--- src/rtl/muldiv_seq_if.sv ---
// Operand/result bus between the EX-stage pipeline and the HI/LO multiply/divide sequencer.
interface muldiv_seq_if #(
    parameter int unsigned WIDTH = 32
);
    logic             start;
    logic [2:0]       op;
    logic [WIDTH-1:0] a;
    logic [WIDTH-1:0] b;
    logic             busy;
    logic             done;
    logic             div_by_zero;
    logic [WIDTH-1:0] hi;
    logic [WIDTH-1:0] lo;

    modport master (
        output start, op, a, b,
        input  busy, done, div_by_zero, hi, lo
    );

    modport slave (
        input  start, op, a, b,
        output busy, done, div_by_zero, hi, lo
    );
endinterface

--- src/rtl/muldiv_seq.sv ---
// Iterative shift-add multiply / restoring divide sequencer owning the MIPS HI/LO registers.
// Defining MULDIV_SIGNED_EN makes op[2] select signed MULT/DIV.
module muldiv_seq #(
    parameter int unsigned WIDTH = 32
) (
    input  logic        i_clk,
    input  logic        i_reset,
    muldiv_seq_if.slave bus
);
    localparam int unsigned CntW = $clog2(WIDTH) + 1;

    typedef enum logic [1:0] {StIdle, StMul, StDiv, StFin} state_e;

    state_e               r_state;
    logic [CntW-1:0]      r_cnt;
    logic [WIDTH-1:0]     r_mcand;
    logic [WIDTH-1:0]     r_mplier;
    logic [2*WIDTH-1:0]   r_acc;
    logic [WIDTH-1:0]     r_rem;
    logic [WIDTH-1:0]     r_quo;
    logic [WIDTH-1:0]     r_dvsr;
    logic [WIDTH-1:0]     r_hi;
    logic [WIDTH-1:0]     r_lo;
    logic                 r_busy;
    logic                 r_done;
    logic                 r_dbz;
    logic                 r_neg_res;
    logic                 r_neg_rem;

    logic                 w_sgn;
    logic                 w_a_neg;
    logic                 w_b_neg;
    logic [WIDTH-1:0]     w_a_mag;
    logic [WIDTH-1:0]     w_b_mag;
    logic                 w_last;
    logic [WIDTH:0]       w_mul_sum;
    logic [2*WIDTH-1:0]   w_acc_nxt;
    logic [WIDTH:0]       w_div_sh;
    logic [WIDTH:0]       w_div_diff;
    logic                 w_div_ok;
    logic [WIDTH-1:0]     w_rem_nxt;
    logic [WIDTH-1:0]     w_quo_nxt;
    logic [2*WIDTH-1:0]   w_prod;
    logic [WIDTH-1:0]     w_rem_res;
    logic [WIDTH-1:0]     w_quo_res;

`ifdef MULDIV_SIGNED_EN
    assign w_sgn = bus.op[2];
`else
    logic w_unused_op2;
    assign w_unused_op2 = bus.op[2];
    assign w_sgn        = 1'b0;
`endif

    // Datapath always works on magnitudes; signs are reapplied on the final iteration.
    assign w_a_neg = w_sgn & bus.a[WIDTH-1];
    assign w_b_neg = w_sgn & bus.b[WIDTH-1];
    assign w_a_mag = w_a_neg ? -bus.a : bus.a;
    assign w_b_mag = w_b_neg ? -bus.b : bus.b;

    assign w_last = (r_cnt == CntW'(WIDTH - 1));

    assign w_mul_sum = {1'b0, r_acc[2*WIDTH-1:WIDTH]} +
                       (r_mplier[0] ? {1'b0, r_mcand} : {(WIDTH+1){1'b0}});
    assign w_acc_nxt = {w_mul_sum, r_acc[WIDTH-1:1]};

    // Top bit of the difference is the borrow of the trial subtraction.
    assign w_div_sh   = {r_rem, r_quo[WIDTH-1]};
    assign w_div_diff = w_div_sh - {1'b0, r_dvsr};
    assign w_div_ok   = ~w_div_diff[WIDTH];
    assign w_rem_nxt  = w_div_ok ? w_div_diff[WIDTH-1:0] : w_div_sh[WIDTH-1:0];
    assign w_quo_nxt  = {r_quo[WIDTH-2:0], w_div_ok};

    assign w_prod    = r_neg_res ? -w_acc_nxt : w_acc_nxt;
    assign w_quo_res = r_neg_res ? -w_quo_nxt : w_quo_nxt;
    assign w_rem_res = r_neg_rem ? -w_rem_nxt : w_rem_nxt;

    always_ff @(posedge i_clk) begin
        if (i_reset) begin
            r_state   <= StIdle;
            r_cnt     <= '0;
            r_mcand   <= '0;
            r_mplier  <= '0;
            r_acc     <= '0;
            r_rem     <= '0;
            r_quo     <= '0;
            r_dvsr    <= '0;
            r_hi      <= '0;
            r_lo      <= '0;
            r_busy    <= 1'b0;
            r_done    <= 1'b0;
            r_dbz     <= 1'b0;
            r_neg_res <= 1'b0;
            r_neg_rem <= 1'b0;
        end else begin
            unique case (r_state)
                StIdle: begin
                    if (bus.start) begin
                        unique case (bus.op[1:0])
                            2'b00: begin
                                r_mcand   <= w_a_mag;
                                r_mplier  <= w_b_mag;
                                r_acc     <= '0;
                                r_cnt     <= '0;
                                r_neg_res <= w_a_neg ^ w_b_neg;
                                r_neg_rem <= w_a_neg;
                                r_busy    <= 1'b1;
                                r_state   <= StMul;
                            end
                            2'b01: begin
                                r_quo     <= w_a_mag;
                                r_dvsr    <= w_b_mag;
                                r_rem     <= '0;
                                r_cnt     <= '0;
                                r_neg_res <= w_a_neg ^ w_b_neg;
                                r_neg_rem <= w_a_neg;
                                r_busy    <= 1'b1;
                                r_state   <= StDiv;
                            end
                            2'b10:   r_hi <= bus.a;
                            default: r_lo <= bus.a;
                        endcase
                    end
                end
                StMul: begin
                    r_acc    <= w_acc_nxt;
                    r_mplier <= r_mplier >> 1;
                    r_cnt    <= r_cnt + CntW'(1);
                    if (w_last) begin
                        r_hi    <= w_prod[2*WIDTH-1:WIDTH];
                        r_lo    <= w_prod[WIDTH-1:0];
                        r_done  <= 1'b1;
                        r_state <= StFin;
                    end
                end
                StDiv: begin
                    r_rem <= w_rem_nxt;
                    r_quo <= w_quo_nxt;
                    r_cnt <= r_cnt + CntW'(1);
                    if (w_last) begin
                        r_hi    <= w_rem_res;
                        r_lo    <= w_quo_res;
                        r_done  <= 1'b1;
                        r_dbz   <= (r_dvsr == '0);
                        r_state <= StFin;
                    end
                end
                default: begin
                    r_busy  <= 1'b0;
                    r_done  <= 1'b0;
                    r_dbz   <= 1'b0;
                    r_state <= StIdle;
                end
            endcase
        end
    end

    assign bus.busy        = r_busy;
    assign bus.done        = r_done;
    assign bus.div_by_zero = r_dbz;
    assign bus.hi          = r_hi;
    assign bus.lo          = r_lo;
endmodule
--- src/flat_wrapper.sv ---
// flat-port wrapper written by rule: the top's interface ports become plain ports
module muldiv_seq_flat 
#(
    parameter int unsigned WIDTH = 32
)
  (i_clk, i_reset, bus_start, bus_op, bus_a, bus_b, bus_busy, bus_done, bus_div_by_zero, bus_hi, bus_lo);
  muldiv_seq_if #(.WIDTH(WIDTH)) bus_i ();
  input  logic i_clk;
  input  logic i_reset;
  input wire logic [$bits(bus_i.start)-1:0] bus_start;
  input wire logic [$bits(bus_i.op)-1:0] bus_op;
  input wire logic [$bits(bus_i.a)-1:0] bus_a;
  input wire logic [$bits(bus_i.b)-1:0] bus_b;
  output wire logic [$bits(bus_i.busy)-1:0] bus_busy;
  output wire logic [$bits(bus_i.done)-1:0] bus_done;
  output wire logic [$bits(bus_i.div_by_zero)-1:0] bus_div_by_zero;
  output wire logic [$bits(bus_i.hi)-1:0] bus_hi;
  output wire logic [$bits(bus_i.lo)-1:0] bus_lo;
  assign bus_i.start = bus_start;
  assign bus_i.op = bus_op;
  assign bus_i.a = bus_a;
  assign bus_i.b = bus_b;
  assign bus_busy = bus_i.busy;
  assign bus_done = bus_i.done;
  assign bus_div_by_zero = bus_i.div_by_zero;
  assign bus_hi = bus_i.hi;
  assign bus_lo = bus_i.lo;
  muldiv_seq #(.WIDTH(WIDTH)) u_core (.i_clk(i_clk), .i_reset(i_reset), .bus(bus_i));
endmodule
--- config.mk ---
export PLATFORM = sky130hd
export DESIGN_NAME = muldiv_seq_flat
export DESIGN_NICKNAME = d
export VERILOG_FILES = /design/src/rtl/muldiv_seq_if.sv /design/src/rtl/muldiv_seq.sv /design/src/flat_wrapper.sv
export SDC_FILE = /design/constraint.sdc
export NUM_CORES = 1
export LEC_CHECK = 0
export BUFFER_PORTS_ARGS = -buffer_cell sky130_fd_sc_hd__buf_2
export CORE_UTILIZATION = 65
export CTS_CLUSTER_SIZE = 40
export DETAILED_ROUTE_END_ITERATION = 10
export PLACE_DENSITY = 0.89
export SLEW_MARGIN = 20
export SYNTH_ARGS = -nofsm -noshare
export SYNTH_HDL_FRONTEND = slang
export SYNTH_SLANG_ARGS = --single-unit
--- constraint.sdc ---
create_clock -name i_clk -period 4.7 [get_ports i_clk]
set_clock_uncertainty 0.1 [all_clocks]
set_input_delay 0.94 -clock i_clk [delete_from_list [all_inputs] [get_ports i_clk]]
set_output_delay 0.94 -clock i_clk [all_outputs]
set_load 0.005 [all_outputs]
==> results of run 1 <==
## cell families (layout without fill, tap and decap cells)
family	after synthesis	count (layout)	share of synthesized area, %
mux	72	72	4.383
simple gates	734	734	19.87
flops	298	298	36.16
xor+xnor	54	54	2.867
compound gates	681	681	26.39
buf+inv	208	274	4.854
fa+ha+maj	71	71	5.476
## cell usage in the layout, fill, tap and decap left out, types with 30 or more instances in the layout
| cell | Yosys | layout |
|---|---|---|
| inv_1 | 54 | 54 |
| nor2_1 | 205 | 204 |
| buf_4 | 1 | 30 |
| dfxtp_1 | 298 | 298 |
| xnor2_1 | 40 | 40 |
| ha_1 | 69 | 66 |
| nand2_1 | 292 | 292 |
| o21ai_0 | 99 | 99 |
| mux2i_1 | 70 | 70 |
| a211oi_1 | 121 | 121 |
| a21o_1 | 33 | 33 |
| and2_1 | 42 | 41 |
| a21oi_1 | 244 | 243 |
| buf_2 | 7 | 134 |
| clkbuf_16 | 0 | 30 |
| a22oi_1 | 37 | 37 |
| nand3_1 | 68 | 68 |
## registers in the layout (all words and copies together), names as in the netlist
register                cells
u_core.r_acc               63
u_core.bus.hi              32
u_core.bus.lo              32
u_core.r_dvsr              32
u_core.r_mcand             32
u_core.r_mplier            32
u_core.r_quo               32
u_core.r_rem               32
u_core.r_cnt                6
u_core.r_state              2
u_core.bus.busy             1
u_core.bus.div_by_zero      1
u_core.bus.done             1
## area by class of cell
class	instances	area, µm²	share of cell area (%)
well taps	324	405.4	2.209
multi-input cells	1612	9817	53.50
repair buffers	165	909.6	4.957
inverters	55	206.4	1.125
clock buffers	45	897.1	4.889
clock inverters	9	147.6	0.8046
flip-flops and latches	298	5966	32.51
## final timing paths
check / start / to / slack [ns] / cells past startpoint
max: u_core.r_quo[31] / u_core.bus.hi[0] / 0.60 / 14
min: u_core.r_mcand[4] / u_core.r_mcand[4] / 0.36 / 2
max reg2reg: u_core.r_quo[31] / u_core.bus.hi[0] / 0.60 / 14
min reg2reg: u_core.r_mcand[4] / u_core.r_mcand[4] / 0.36 / 2
## worst reg2reg max path: stages (launching register included)
cell and delay, ns:
dfxtp_1 0.31, inv_1 0.13, ha_1 0.18, inv_1 0.05, fa_1 0.42, a211oi_1 0.29, o21ai_2 0.16, o21ai_1 0.24
a2111o_1 0.29, a31oi_4 0.14, o21ai_2 0.14, buf_4 0.32, nand2_1 0.43, a2111oi_0 0.63, a311o_1 0.19
## routing by layer
layer / share of wire [%] / up-vias / GRT usage (%)
li1: - / 7683 / -
met5: 0.025 / - / 0
met2: 42 / 959 / 56.97
met1: 43 / 7755 / 55.62
met4: 4.4 / 2 / 17.58
met3: 11 / 137 / 6.394
## where the power goes
part	total, mW	switching (mW)	internal [mW]
sequential	3.07	0.225	2.85
clock	2.53	1.04	1.48
combinational	2.72	1.80	0.917
## metrics by stage
stage	util [%]	cells
2_1_floorplan	-	2118
3_3_place_gp	70.33	2454
3_5_place_dp	70.33	2454
4_1_cts	74.57	2508
5_1_grt	74.57	2508
6_report	74.57	2508
==> flow_summary.json, run 1 <==
{
  "hold_ws_ns": 0.3550,
  "powerDensity_nw_per_um2": 453.1,
  "core_um2": 24600,
  "power_mw": 8.314,
  "cts_hold_repair.buffers": 0,
  "slew_violations": 0,
  "grt_overflow": 0,
  "grt_pass1_vias": 14980,
  "drc_errors": 0,
  "routed_wl_um": 51890,
  "clockBufferDepth": 3,
  "grt_pass1_wl_um": 80470,
  "fmax_ghz": 0.2436,
  "ys_types": 73,
  "crit_family": "compound AO/OA/AOI/OAI gates",
  "critPathMaxFanout": 31,
  "cp_data_required_time_ns": 5.10,
  "async_reset_ff_share_pct": 0,
  "finalSetupTns_ns": 0,
  "synth_edf_count": 0,
  "hold_viol": 0,
  "crit_buf_inv": 3,
  "antenna_cells": 0,
  "dr.pass1.iters": 9,
  "cts.sinks": 298,
  "cts_setup_buffers": 0,
  "outcome": "finished, final reports clean",
  "crit_path_start_kind": "flop",
  "die_h_um": 161.3,
  "die_w_um": 161.3,
  "post-dp-hpwl_um": 36060,
  "slowest_stage": "a2111oi_0",
  "fin_ws_ns": 0.5952,
  "worstHoldPathType": "reg2reg",
  "period_share_pct": 87.34,
  "synth.yosys.seq_area_share_pct": 36.16,
  "drv_cap": 0,
  "yosysWarningCount": 0,
  "syn_avg_cell_area_um2": 7.790,
  "cp_data_arrival_time_ns": 4.50,
  "yosys_most_used_dff": "dfxtp_1",
  "fill_cells": 1832,
  "end_kind": "flop",
  "num_rows": 57,
  "synthTopCellsByArea": "dfxtp_1 (36%), a21oi_1 (7.4%), nand2_1 (6.6%)",
  "portBuffers": 135,
  "start_util_pct": 67.05,
  "cts_buffers": 30,
  "cts_tree": "yes",
  "leakagePower_nw": 6.918,
  "grt_usage_pct": 38.80,
  "nets": 2303,
  "cts_root_buf": "clkbuf_16",
  "place_area_um2": 17300,
  "synth_commonest_cells": "dfxtp_1 (298), nand2_1 (292), a21oi_1 (244)",
  "ant_nets": 0,
  "post-route-min-period_ns": 4.105,
  "syn-num-nets": 2259,
  "worstMarginPinSlew_ns": 1.115,
  "postSynthCellCount": 2118,
  "synth.ff_latch_count": 298,
  "layout-drive-gt1-share_pct": 11.08,
  "wl_per_cell_um": 20.69,
  "slowest_delay_ns": 0.62,
  "path_clk_slew_ns": 0.07,
  "yosysTopAreaCellShare_pct": 36.16,
  "yosysMostFrequentCell": "dfxtp_1",
  "area_growth_pct": 11.22,
  "syn_area_um2": 16500,
  "vias": 16540,
  "dieArea_um2": 26020,
  "cp_cell_sequence": "inv_1 > ha_1 > inv_1 > fa_1 > a211oi_1 > o21ai_2 > o21ai_1 > a2111o_1 > a31oi_4 > o21ai_2 > buf_4 > nand2_1 > a2111oi_0 > a311o_1",
  "clkLatencyLatePin_ns": 0.58,
  "grt_max_degree": 111,
  "dr.first_iter.drc_count": 2159,
  "setup.worst_path.class": "reg2reg",
  "dp_slack_ns": 0.8160,
  "antenna_found_initial": 1,
  "setup_viol": 0,
  "finalInstanceArea_um2": 18350,
  "gp_congestion": 0.9378,
  "irDropWorstVdd_mv": 0.4025,
  "cts-resized-gates": 0,
  "num_io_pins": 137,
  "rsz0062_at_grt": "no",
  "synth_top_cell_by_area": "dfxtp_1",
  "max_slew_margin_pct": 25.40,
  "vias_per_cell": 6.593,
  "h-tree-depth": 1
}
No activity file was read; power rests on OpenSTA's default activity.
==> run 2, diff against run 1 <==
--- a/config.mk
+++ b/config.mk
@@ -5,10 +5,11 @@
 export SDC_FILE = /design/constraint.sdc
 export NUM_CORES = 1
 export LEC_CHECK = 0
-export BUFFER_PORTS_ARGS = -buffer_cell sky130_fd_sc_hd__buf_2
+export BUFFER_PORTS_ARGS = -buffer_cell sky130_fd_sc_hd__clkbuf_2
 export CORE_UTILIZATION = 65
 export CTS_CLUSTER_SIZE = 40
 export DETAILED_ROUTE_END_ITERATION = 10
+export GPL_TIMING_DRIVEN = 1
 export PLACE_DENSITY = 0.89
 export SLEW_MARGIN = 20
 export SYNTH_ARGS = -nofsm -noshare
==> run 2 against run 1 <==
Hold slack got worse by 0.00079 ns; critical endpoint is now u_core.bus.hi[29]; clock-buffer cell count decreased by 5; combinational power about the same; design area increased by 0.10%; critical path depth decreased by 2; clock power about the same; non-clock buffer count decreased by 1; first-iteration DRC count increased by 6.9%; sequential share of layout area about the same; flip-flop and latch count unchanged.
==> flow_summary.json, run 2 (synthesis gave the netlist of run 1 again) <==
{
  "slowest_delay_ns": 0.84,
  "layout-drive-gt1-share_pct": 11.26,
  "r2r-start": "u_core.r_mplier[0]",
  "cts-resized-gates": 0,
  "end_kind": "flop",
  "clkLatencyLatePin_ns": 0.59,
  "cts_buffers": 30,
  "worstHoldPathType": "reg2reg",
  "dr.pass1.iters": 7,
  "fill_cells": 1819,
  "cp_cell_sequence": "buf_4 > and2_1 > ha_1 > nor2b_1 > o2111ai_1 > a21oi_1 > o311ai_0 > a21oi_1 > a21oi_1 > xnor2_1 > a221oi_1 > a211oi_1",
  "vias_per_cell": 6.585,
  "grt_pass1_vias": 14920,
  "final_common_cell": "dfxtp_1",
  "post-route-util_pct": 74.65,
  "cts_root_buf": "clkbuf_16",
  "holdPathStages": 2,
  "antenna_found_initial": 2,
  "core_um2": 24600,
  "regToRegEndpoint": "u_core.bus.hi[29]",
  "dr.first_iter.drc_count": 2308,
  "final_cell_mix": "dfxtp_1 (298), nand2_1 (292), a21oi_1 (243)",
  "cp_data_arrival_time_ns": 4.45,
  "cts.sinks": 298,
  "grt_pass1_wl_um": 80410,
  "drv_cap": 0,
  "max_slew_margin_pct": 31.79,
  "dieArea_um2": 26020,
  "finalSetupTns_ns": 0,
  "post-dp-hpwl_um": 36350,
  "nets": 2302,
  "slew_violations": 0,
  "start_util_pct": 67.05,
  "place_area_um2": 17300,
  "area_growth_pct": 11.33,
  "dp.cells": 2453,
  "setup_viol": 0,
  "post-route-min-period_ns": 4.083,
  "die_w_um": 161.3,
  "routed_wl_um": 51680,
  "die_h_um": 161.3,
  "cts_hold_repair.buffers": 0,
  "rsz0062_at_grt": "no",
  "drc_errors": 0,
  "period_share_pct": 86.87,
  "fmax_ghz": 0.2449,
  "hold_viol": 0,
  "portBuffers": 135,
  "num_io_pins": 137,
  "largest_reg_flops": 63,
  "crit_buf_inv": 1,
  "gp_congestion": 0.9390,
  "outcome": "finished, final reports clean",
  "ff2ff_path_depth": 12,
  "cp_data_required_time_ns": 5.06,
  "cts_tree": "yes",
  "cts_setup_buffers": 0,
  "crit_path_start_kind": "flop",
  "crit_family": "compound AO/OA/AOI/OAI gates",
  "powerDensity_nw_per_um2": 454.2,
  "h-tree-depth": 1,
  "irDropWorstVdd_mv": 0.4514,
  "vias": 16530,
  "top_register": "u_core.r_acc",
  "setup.worst_path.class": "reg2reg",
  "critPathMaxFanout": 19,
  "worstMarginPinSlew_ns": 1.019,
  "path_common_cell": "a21oi_1",
  "grt_usage_pct": 38.72,
  "leakagePower_nw": 6.898,
  "grt_max_degree": 126,
  "path_clk_slew_ns": 0.06,
  "clockBufferDepth": 3,
  "finalInstanceArea_um2": 18370,
  "reg2reg_slack_ns": 0.62,
  "ant_nets": 0,
  "slowest_stage": "o311ai_0",
  "grt_overflow": 0,
  "wl_per_cell_um": 20.59,
  "hp-start": "u_core.r_mcand[12]",
  "num_rows": 57,
  "hold_path_end": "u_core.r_mcand[12]",
  "final_cell_count_no_fill": 2510
}
## run 2: cell count changes in the layout (fill, tap and decap cells not counted), sizes merged
cell	previous run	this run
buf	164	29
clkinvlp	1	2
clkinv	6	11
diode	0	1
bufinv	3	4
clkbuf	46	175
## run 2: routing by layer
layer	track usage (%)	vias to the layer above	wire, µm
li1	-	7672	-
met4	14.75	2	1994
met1	54.89	7829	21840
met3	7.370	109	5426
met5	0	-	14
met2	58.15	916	22400
## run 2: power breakdown
group          leakage, nW  switching [mW]  total [mW]  internal (mW)
logic                 3.95            1.80        2.72          0.920
registers             2.42           0.233        3.08           2.85
clock network        0.527            1.04        2.55           1.51
total                 6.90            3.07        8.34           5.27
## run 2: per-stage QoR
step                power, mW  worst slack [ns]  hold slack (ns)
finish                  8.342            0.6171           0.3542
detailed placement      5.721            0.8511           0.3421
CTS                     8.252            0.7880           0.3506
floorplan               4.833             1.600           0.3317
global route            8.664            0.3317           0.3660
global placement        5.652            0.8665           0.3375
## run 2: layout make-up
cell class                 count  area (µm²)  share of cell area, %
clock buffer                  40       858.3                  4.673
clock inverter                16       210.2                  1.144
antenna                        1       2.502                0.01362
tap                          324       405.4                  2.207
inverter                      55       206.4                  1.124
multi-input combinational   1612        9817                  53.45
sequential                   298        5966                  32.48
timing repair buffer         164       902.1                  4.911
## run 2: worst register-to-register path: stages (launching register included)
cell	delay (ns)
dfxtp_1	0.32
buf_4	0.20
and2_1	0.18
ha_1	0.34
nor2b_1	0.17
o2111ai_1	0.32
a21oi_1	0.21
o311ai_0	0.84
a21oi_1	0.35
a21oi_1	0.33
xnor2_1	0.22
a221oi_1	0.13
a211oi_1	0.25
## run 2: how the worst max path moves through the flow
stage / startpoint / endpoint / slack (ns) / depth (start not counted)
floorplan: u_core.r_quo[31] / u_core.r_rem[13] / 1.60 / 14
global placement: u_core.r_quo[31] / u_core.bus.hi[0] / 0.87 / 13
detailed placement: u_core.r_quo[31] / u_core.bus.hi[0] / 0.85 / 13
CTS: u_core.r_quo[31] / u_core.bus.hi[28] / 0.79 / 13
global route: u_core.r_quo[31] / u_core.bus.hi[0] / 0.33 / 14
finish: u_core.r_mplier[0] / u_core.bus.hi[29] / 0.62 / 12
